<file path="config.mk">
export PLATFORM = sky130hd
export DESIGN_NAME = des_moore
export DESIGN_NICKNAME = d
export VERILOG_FILES = /design/src/rtl/des_moore.sv
export SDC_FILE = /design/constraint.sdc
export NUM_CORES = 1
export LEC_CHECK = 0
export CORE_AREA = 4 4 41 43
export DETAILED_ROUTE_END_ITERATION = 10
export DIE_AREA = 0 0 45 47
export PLACE_DENSITY_LB_ADDON = 0.08
export SKIP_CTS_REPAIR_TIMING = 1
export SYNTH_ARGS = -nofsm -noshare
export SYNTH_HDL_FRONTEND = slang
export SYNTH_SLANG_ARGS = --single-unit
</file>
<file path="constraint.sdc">
create_clock -name clk -period 1.7 [get_ports clk]
set_clock_uncertainty 0.1 [all_clocks]
set_input_delay 0.34 -clock clk [delete_from_list [all_inputs] [get_ports clk]]
set_output_delay 0.34 -clock clk [all_outputs]
set_load 0.005 [all_outputs]
</file>
<file path="src/rtl/des_moore.sv">
// Serial-bit Moore sequence detector: the state is the matched-prefix length k,
// and y is high while k equals the full pattern length.
module des_moore #(
    parameter int                     PATTERN_LEN = 4,
    parameter logic [PATTERN_LEN-1:0] PATTERN     = 4'b1001,
    parameter bit                     OVERLAP     = 1'b1
) (
    output logic y,
    input  logic in,
    input  logic rst,
    input  logic clk
);

    localparam int              SW    = $clog2(PATTERN_LEN + 1);
    localparam int              NENC  = 2 ** SW;
    localparam logic [SW-1:0]   K_MAX = SW'(PATTERN_LEN);

    // Bit i of the pattern in arrival order (i = 0 is received first).
    function automatic logic pat_bit(input int i);
        logic [PATTERN_LEN-1:0] t;
        t = PATTERN >> (PATTERN_LEN - 1 - i);
        return t[0];
    endfunction

    // Longest pattern prefix that is a suffix of (first k pattern bits, b).
    // A length of k+1 is the plain "bit matched" advance.
    function automatic int next_k(input int k, input logic b);
        int   best;
        int   j;
        logic ok;
        logic sb;
        if (k == PATTERN_LEN && !OVERLAP)
            return (b == pat_bit(0)) ? 1 : 0;
        best = 0;
        for (int len = 1; len <= PATTERN_LEN; len++) begin
            if (len <= k + 1) begin
                ok = 1'b1;
                for (int i = 0; i < len; i++) begin
                    j = k + 1 - len + i;
                    if (j == k)
                        sb = b;
                    else
                        sb = pat_bit(j);
                    if (sb != pat_bit(i))
                        ok = 1'b0;
                end
                if (ok)
                    best = len;
            end
        end
        return best;
    endfunction

    logic [SW-1:0] state;
    logic [SW-1:0] state_nxt;
    logic [SW-1:0] nxt_one  [NENC];
    logic [SW-1:0] nxt_zero [NENC];

    // Transition table resolved at elaboration; unused encodings fall back to S0.
    for (genvar k = 0; k < NENC; k++) begin : g_nxt
        if (k <= PATTERN_LEN) begin : g_used
            assign nxt_one[k]  = SW'(next_k(k, 1'b1));
            assign nxt_zero[k] = SW'(next_k(k, 1'b0));
        end else begin : g_unused
            assign nxt_one[k]  = '0;
            assign nxt_zero[k] = '0;
        end
    end

    always_ff @(posedge clk) begin
        if (rst)
            state <= '0;
        else
            state <= state_nxt;
    end

    // A non-1 input (including X/Z in simulation) takes the 0 branch.
    always_comb begin
        state_nxt = '0;
        if (in)
            state_nxt = nxt_one[state];
        else
            state_nxt = nxt_zero[state];
    end

    always_comb begin
        y = 1'b0;
        y = (state == K_MAX);
    end

endmodule

</file>
# == Word-level counts from Yosys, hierarchy flattened ==
# Memories as Yosys holds them, arrays and structs flattened.
# Cells that the tools add are included.
# Widths: inputs -> output; s select.
# op_classes
n_addsub,0
mul,0
div,0
n_lt_le_gt_ge,1
eq_ne,1
shift,0
mux,5
bitwise,1
n_reduce_logical,0
# ops
op,count
$mux 3,5
$ge 4x4->1 const B,1
$not 3->4,1
$eq 3x3->1 const B,1
# word_totals
register_bits,3
latchBits,0
ram_bits,0
mem_bits_ro,48
input_bits,3
out_inout_bits,1
word_cells,11
n_memories,2
# memory_table
name,depth,word_bits,read_ports,rd_ports_with_merged_regs,write_ports,line_no,text
(no name shown),8,3,1,0,0,83,state_nxt = nxt_zero[state];
(no name shown),8,3,1,0,0,81,state_nxt = nxt_one[state];

# == Longest topological paths before layout ==
# Gate-level depths: netlist of run 1.
# logic_depth
depth_word,5
ltp_mapped,5
ltp_nobuf,5

# == Worst setup path before layout of run 1 ==
# Ideal clock, no wire load.
# synth_path
path_kind,register to output
startpoint,register state[1]
endpoint,output y
t_arrival_ns,0.710
required_ns,1.260
slack_ns,0.550
stages_incl_launch_ff,4
path_buffers,0
cell_sequence,dfxtp_1 > inv_1 > ha_1 > and2_4
# synth_via
elab_chain_len,1
# synth_rtl
item,line_no,text
from (decl),54,logic [SW-1:0] state;
from (signal assigned),74,state <= state_nxt;
$eq 3x3->1,88,y = (state == K_MAX);
to (decl),8,"output logic y,"
# Every way passes these cells.

# == Worst setup path in the final report of run 1 ==
# layout_path
startpoint,register state[0]
endpoint,output y
# The elaborated chain is that of the path after synthesis.

==> impl_metrics.yaml, run 1 <==
run_status:
  outcome: "finished, final reports clean"
floorplanning:
  design.portCount: 4
  die_w_um: 45
  rows: 13
  floorplan.initialDensity_pct: 12.7
  fp.dieArea_um2: 2120
  fp.coreArea_um2: 1300
  floorplan.die.height_um: 47
detailed_routing:
  iteration_count_of_the_initial_detailed_routing_pass: 1
  route.antenna.remaining_nets: 0
  drc: 0
  vias: 140
  avgViaCountPerCell: 3.33
  wire_length_per_cell_after_detailed_routing_um: 7.79
  detail_route.iter0.violations: 0
  route.final.wire_length_um: 327
layout:
  area_growth_pct: 56.8
  layout-drive-gt1-share_pct: 33.3
  largest_register: "state"
  largest_registers: "state x3"
  seq_area_um2: 61.3
  antenna_cells: 0
  utilization_pct: 19.9
  count_of_fill_cells_added_during_filler_insertion: 160
  final_nets: 34
  stdcell_area_um2: 259
  max_ffs_per_register: 3
  multi_input_area_um2: 93.8
global_route:
  via_count_of_the_first_global_routing_pass: 150
  track_usage_pct: 3.95
  gr-total-overflow: 0
  antenna_found_initial: 0
  maximum_number_of_pins_on_one_net_before_global_route_repair: 5
  first_pass_grt_wire_length_um: 552
synthesis:
  mappedNetlistArea_um2: 165
  post_synth_num_cell_types: 11
  syn_nets: 24
  synth_seq_area_share_pct: 36.4
  synth_largest_area_cell: "dfxtp_1"
  synthesis.area_per_instance_um2: 9.18
  synth_top_cells_by_area: "dfxtp_1 (36%), ha_1 (23%), a211oi_2 (7.6%), inv_1 (6.8%), a21oi_1 (6.1%)"
  ys_ff_latch: 3
  fraction_of_post_synthesis_cell_area_in_the_top_cell_type_by_area_pct: 36.4
  ys_warn_count: 0
  synth_cells: 18
placed_design:
  place.detailed.hpwl_um: 273
  io_buffers: 3
  dp_slack_ps: 77.7
  finalWeightedCongestion: 0.713
  dpl_cell_area_um2: 229
critical_path:
  timing.critical_path.to_type: "output pin"
  cp.arrival_ps: 1100
  cp_max_fo: 3
  cp-start-kind: "register"
  worstSetupPathType: "reg2out"
  worst_ep_required_time_ps: 1260
power_and_ir_drop:
  power.combinational.fraction_pct: 10.1
  part_of_the_total_power_dissipated_in_the_clock_network_pct: 55.4
  internal_power_w: 0.000174
  seq_power_share_pct: 34.5
  vdd_drop_max_v: 0.000235
  p_per_area_nw_per_um2: 846
  p_leak_nw: 0.123
  netSwitchingPower_w: 0.0000451
  power.switching_fraction_pct: 20.6
timing:
  worst_pin_slew_ps: 191
  fin_tns_setup_ps: 0
  final-max-slew-violation-count: 0
  timing.final.ws_setup_ps: 164
  final_period_minus_worst_setup_slack_ps: 1540
  post-route-period-util_pct: 90.3
  timing.final.hold_violations: 0
  rsz0062_at_grt: "no"
  fmaxAchievable_mhz: 651
  slew_headroom_pct: 87.2
  timing.final.setup_violations: 0
cts:
  clock_insertion_delay_worst_skew_ps: 230
  htree_levels: 1
  clockBufferDepth: 2
  clkSlewWorstSetupHoldPaths_ps: 40
  cts_made_buffers: 3
  cts_tree: "built"
  root_buffer: "clkbuf_4"
  cts_sinks: 3
job:
  maxCapViolations: 0
hold_path:
  holdCritPathClass: "reg2reg"
==> layout by cell type, fill, tap and decap left out, drive strengths merged <==
master         synthesis  final
clkbuf                 0      4
inv                    3      3
ha                     3      3
dfxtp                  3      3
a21oi                  2      2
clkdlybuf4s50          0      2
buf                    0      2
nor2                   2      2
and2                   1      1
a211oi                 1      1
nand2                  1      1
nor4                   1      1
nor3                   1      1
dlymetal6s2s           0      1
==> routing by layer <==
| metal | global-route usage (%) | wire (um) |
|---|---|---|
| met2 | 6.78 | 196 |
| met4 | 5.26 | 0 |
| met1 | 3.17 | 120 |
| met3 | 1.15 | 10 |
| met5 | 0 | 0 |
==> path summary, 6_finish.rpt <==
| path | start | to | slack [ps] | cells past startpoint |
|---|---|---|---|---|
| setup reg to reg | state[1] | state[0] | 540 | 5 |
| hold reg to reg | state[2] | state[2] | 390 | 1 |
| setup / recovery | state[0] | y | 160 | 4 |
| hold / removal | state[2] | state[2] | 390 | 1 |
==> final cells by class <==
type	instances	area share (%)
clock buffers	4	10.1
flip-flops and latches	3	23.7
inverters	3	4.35
multi-input cells	12	36.2
repair buffers	5	18.4
well taps	15	7.25
==> power by group through the flow <==
| stage | logic, W | registers [W] | clock network [W] |
|---|---|---|---|
| 6_report | 0.0000222 | 0.0000755 | 0.000121 |
| 5_1_grt | 0.0000253 | 0.0000759 | 0.000131 |
| 4_1_cts | 0.0000226 | 0.0000752 | 0.000129 |
| 3_5_place_dp | 0.0000224 | 0.0000763 | 0 |
| 3_3_place_gp | 0.0000230 | 0.0000763 | 0 |
| 2_1_floorplan | 0.00000946 | 0.0000762 | 0 |
==> synth_stat cells (all sizes together) <==
library cell / n
a21oi: 2
a211oi: 1
ha: 3
nor4: 1
nor3: 1
and2: 1
nor2: 2
nand2: 1
inv: 3
dfxtp: 3
==> metrics by stage <==
step           hold slack, ps  instances  power (W)
2_1_floorplan             305         18  0.0000857
3_3_place_gp              397         38  0.0000993
3_5_place_dp              385         38  0.0000988
4_1_cts                   388         42   0.000227
5_1_grt                   415         42   0.000233
6_report                  387         42   0.000219
==> logic make-up (layout without fill, tap and decap cells) <==
group	Yosys count	after routing	synth area share, %
buffers and inverters	3	12	6.82
flip-flops	3	3	36.4
AO/OA/AOI/OAI	3	3	13.6
AND/OR/NAND/NOR	6	6	20.5
adder cells (fa/ha/maj)	3	3	22.7
==> worst max-delay path, stage by stage (launching register included) <==
cell	delay (ps)
dfxtp_2	320
inv_1	50
ha_1	190
and2_4	160
dlymetal6s2s_1	140
No activity file was read; power rests on OpenSTA's default activity.
==> run 2, diff against run 1 <==
--- a/config.mk
+++ b/config.mk
@@ -5,10 +5,13 @@
 export SDC_FILE = /design/constraint.sdc
 export NUM_CORES = 1
 export LEC_CHECK = 0
+export CELL_PAD_IN_SITES_DETAIL_PLACEMENT = 1
+export CELL_PAD_IN_SITES_GLOBAL_PLACEMENT = 1
 export CORE_AREA = 4 4 41 43
 export DETAILED_ROUTE_END_ITERATION = 10
 export DIE_AREA = 0 0 45 47
 export PLACE_DENSITY_LB_ADDON = 0.08
+export RECOVER_POWER = 25
 export SKIP_CTS_REPAIR_TIMING = 1
 export SYNTH_ARGS = -nofsm -noshare
 export SYNTH_HDL_FRONTEND = slang
==> run 2 against run 1 <==
Net effect:
- first-iteration DRC count up 1
- fmax up 1.4%
- clock power about the same
- final area unchanged
- sequential power about the same
- register-to-register slack worse by 60 ps
- worst setup slack better by 21 ps
- non-clock buffer count unchanged
- core utilization unchanged
- combinational power about the same
==> impl_metrics.yaml, run 2 (same netlist as run 1, synthesis figures left out) <==
power_and_ir_drop:
  netSwitchingPower_w: 0.0000460
  seq_power_share_pct: 34.5
  power.switching_fraction_pct: 21.0
  internal_power_w: 0.000174
  p_leak_nw: 0.123
  power.combinational.fraction_pct: 10.2
  part_of_the_total_power_dissipated_in_the_clock_network_pct: 55.3
  p_per_area_nw_per_um2: 848
  vdd_drop_max_v: 0.000265
detailed_routing:
  avgViaCountPerCell: 3.52
  drc: 0
  detail_route.iter0.violations: 1
  route.final.wire_length_um: 383
  iteration_count_of_the_initial_detailed_routing_pass: 2
  vias: 148
  route.antenna.remaining_nets: 0
  wire_length_per_cell_after_detailed_routing_um: 9.12
critical_path:
  worstSetupPathType: "reg2out"
  worst_ep_required_time_ps: 1260
  worstSetupStartpoint: "state[1]"
  cp-start-kind: "register"
  rr_startpoint: "state[1]"
  cp_max_fo: 3
  timing.critical_path.to_type: "output pin"
  cp.arrival_ps: 1070
timing:
  final_period_minus_worst_setup_slack_ps: 1510
  rsz0062_at_grt: "no"
  timing.final.hold_violations: 0
  post-route-period-util_pct: 89.1
  timing.final.ws_setup_ps: 186
  fmaxAchievable_mhz: 660
  slew_headroom_pct: 85.3
  final-max-slew-violation-count: 0
  fin_tns_setup_ps: 0
  timing.final.setup_violations: 0
  worst_pin_slew_ps: 218
floorplanning:
  floorplan.die.height_um: 47
  design.portCount: 4
  fp.coreArea_um2: 1300
  fp.dieArea_um2: 2120
  floorplan.initialDensity_pct: 12.7
  die_w_um: 45
  rows: 13
global_route:
  first_pass_grt_wire_length_um: 641
  gr-total-overflow: 0
  antenna_found_initial: 0
  via_count_of_the_first_global_routing_pass: 181
  maximum_number_of_pins_on_one_net_before_global_route_repair: 5
  track_usage_pct: 4.81
layout:
  count_of_fill_cells_added_during_filler_insertion: 162
  largest_registers: "state x3"
  layout-drive-gt1-share_pct: 37.0
  mostFrequentLayoutCells: "ha_1 (3), clkbuf_4 (3)"
  area_growth_pct: 56.8
  final_nets: 34
  antenna_cells: 0
  max_ffs_per_register: 3
  stdcell_area_um2: 259
  largest_register: "state"
  utilization_pct: 19.9
placed_design:
  finalWeightedCongestion: 0.685
  io_buffers: 3
  dp_slack_ps: 82.9
  dpl_cell_area_um2: 229
  place.detailed.hpwl_um: 322
job:
  maxCapViolations: 0
hold_path:
  hold_path_origin: "state[2]"
  holdCritPathClass: "reg2reg"
cts:
  cts_sinks: 3
  clkSlewWorstSetupHoldPaths_ps: 40
  cts_tree: "built"
  root_buffer: "clkbuf_4"
  clockBufferDepth: 2
  htree_levels: 1
  cts_made_buffers: 3
  clock_insertion_delay_worst_skew_ps: 230
run_status:
  outcome: "finished, final reports clean"
==> run 2: changes by cell type in the layout (fill, tap and decap cells not counted), sizes merged <==
cell	change
clkdlybuf4s50	-1
dlygate4sd3	+1
==> run 2: final cells by class <==
cell class	instances	area [um2]	area share (%)
multi-input cells	12	93.8	36.2
flip-flops and latches	3	61.3	23.7
repair buffers	5	47.5	18.4
clock buffers	4	26.3	10.1
well taps	15	18.8	7.25
inverters	3	11.3	4.35
==> run 2: worst paths after layout <==
check,end,slack [ps],cells past startpoint
hold reg to reg,state[2],390,1
setup reg to reg,state[0],480,5
setup / recovery,y,190,4
hold / removal,state[2],390,1
==> run 2: per-layer routing <==
layer  vias up  track usage (%)  share of wire [%]
met4         0             8.77                  0
met1        69             4.52                 41
li1         76                -                  -
met2         3             7.34                 56
met3         0                0                2.9
met5         -                0                  0
==> run 2: power groups by stage <==
stage / logic [W] / clock network (W) / registers [W]
finish: 0.0000225 / 0.000121 / 0.0000757
global route: 0.0000260 / 0.000131 / 0.0000759
CTS: 0.0000232 / 0.000129 / 0.0000751
detailed placement: 0.0000231 / 0 / 0.0000762
global placement: 0.0000232 / 0 / 0.0000763
floorplan: 0.00000946 / 0 / 0.0000762
==> run 2: per-stage QoR <==
| stage | hold WS (ps) | total power, W | instances |
|---|---|---|---|
| floorplan | 305 | 0.0000857 | 18 |
| global placement | 390 | 0.0000994 | 38 |
| detailed placement | 390 | 0.0000993 | 38 |
| CTS | 392 | 0.000227 | 42 |
| global route | 410 | 0.000233 | 42 |
| finish | 388 | 0.000220 | 42 |
==> run 2: critical path: stages (launching register included) <==
cell,delay (ps)
dfxtp_1,330
inv_1,50
ha_1,170
and2_4,160
dlymetal6s2s_1,140
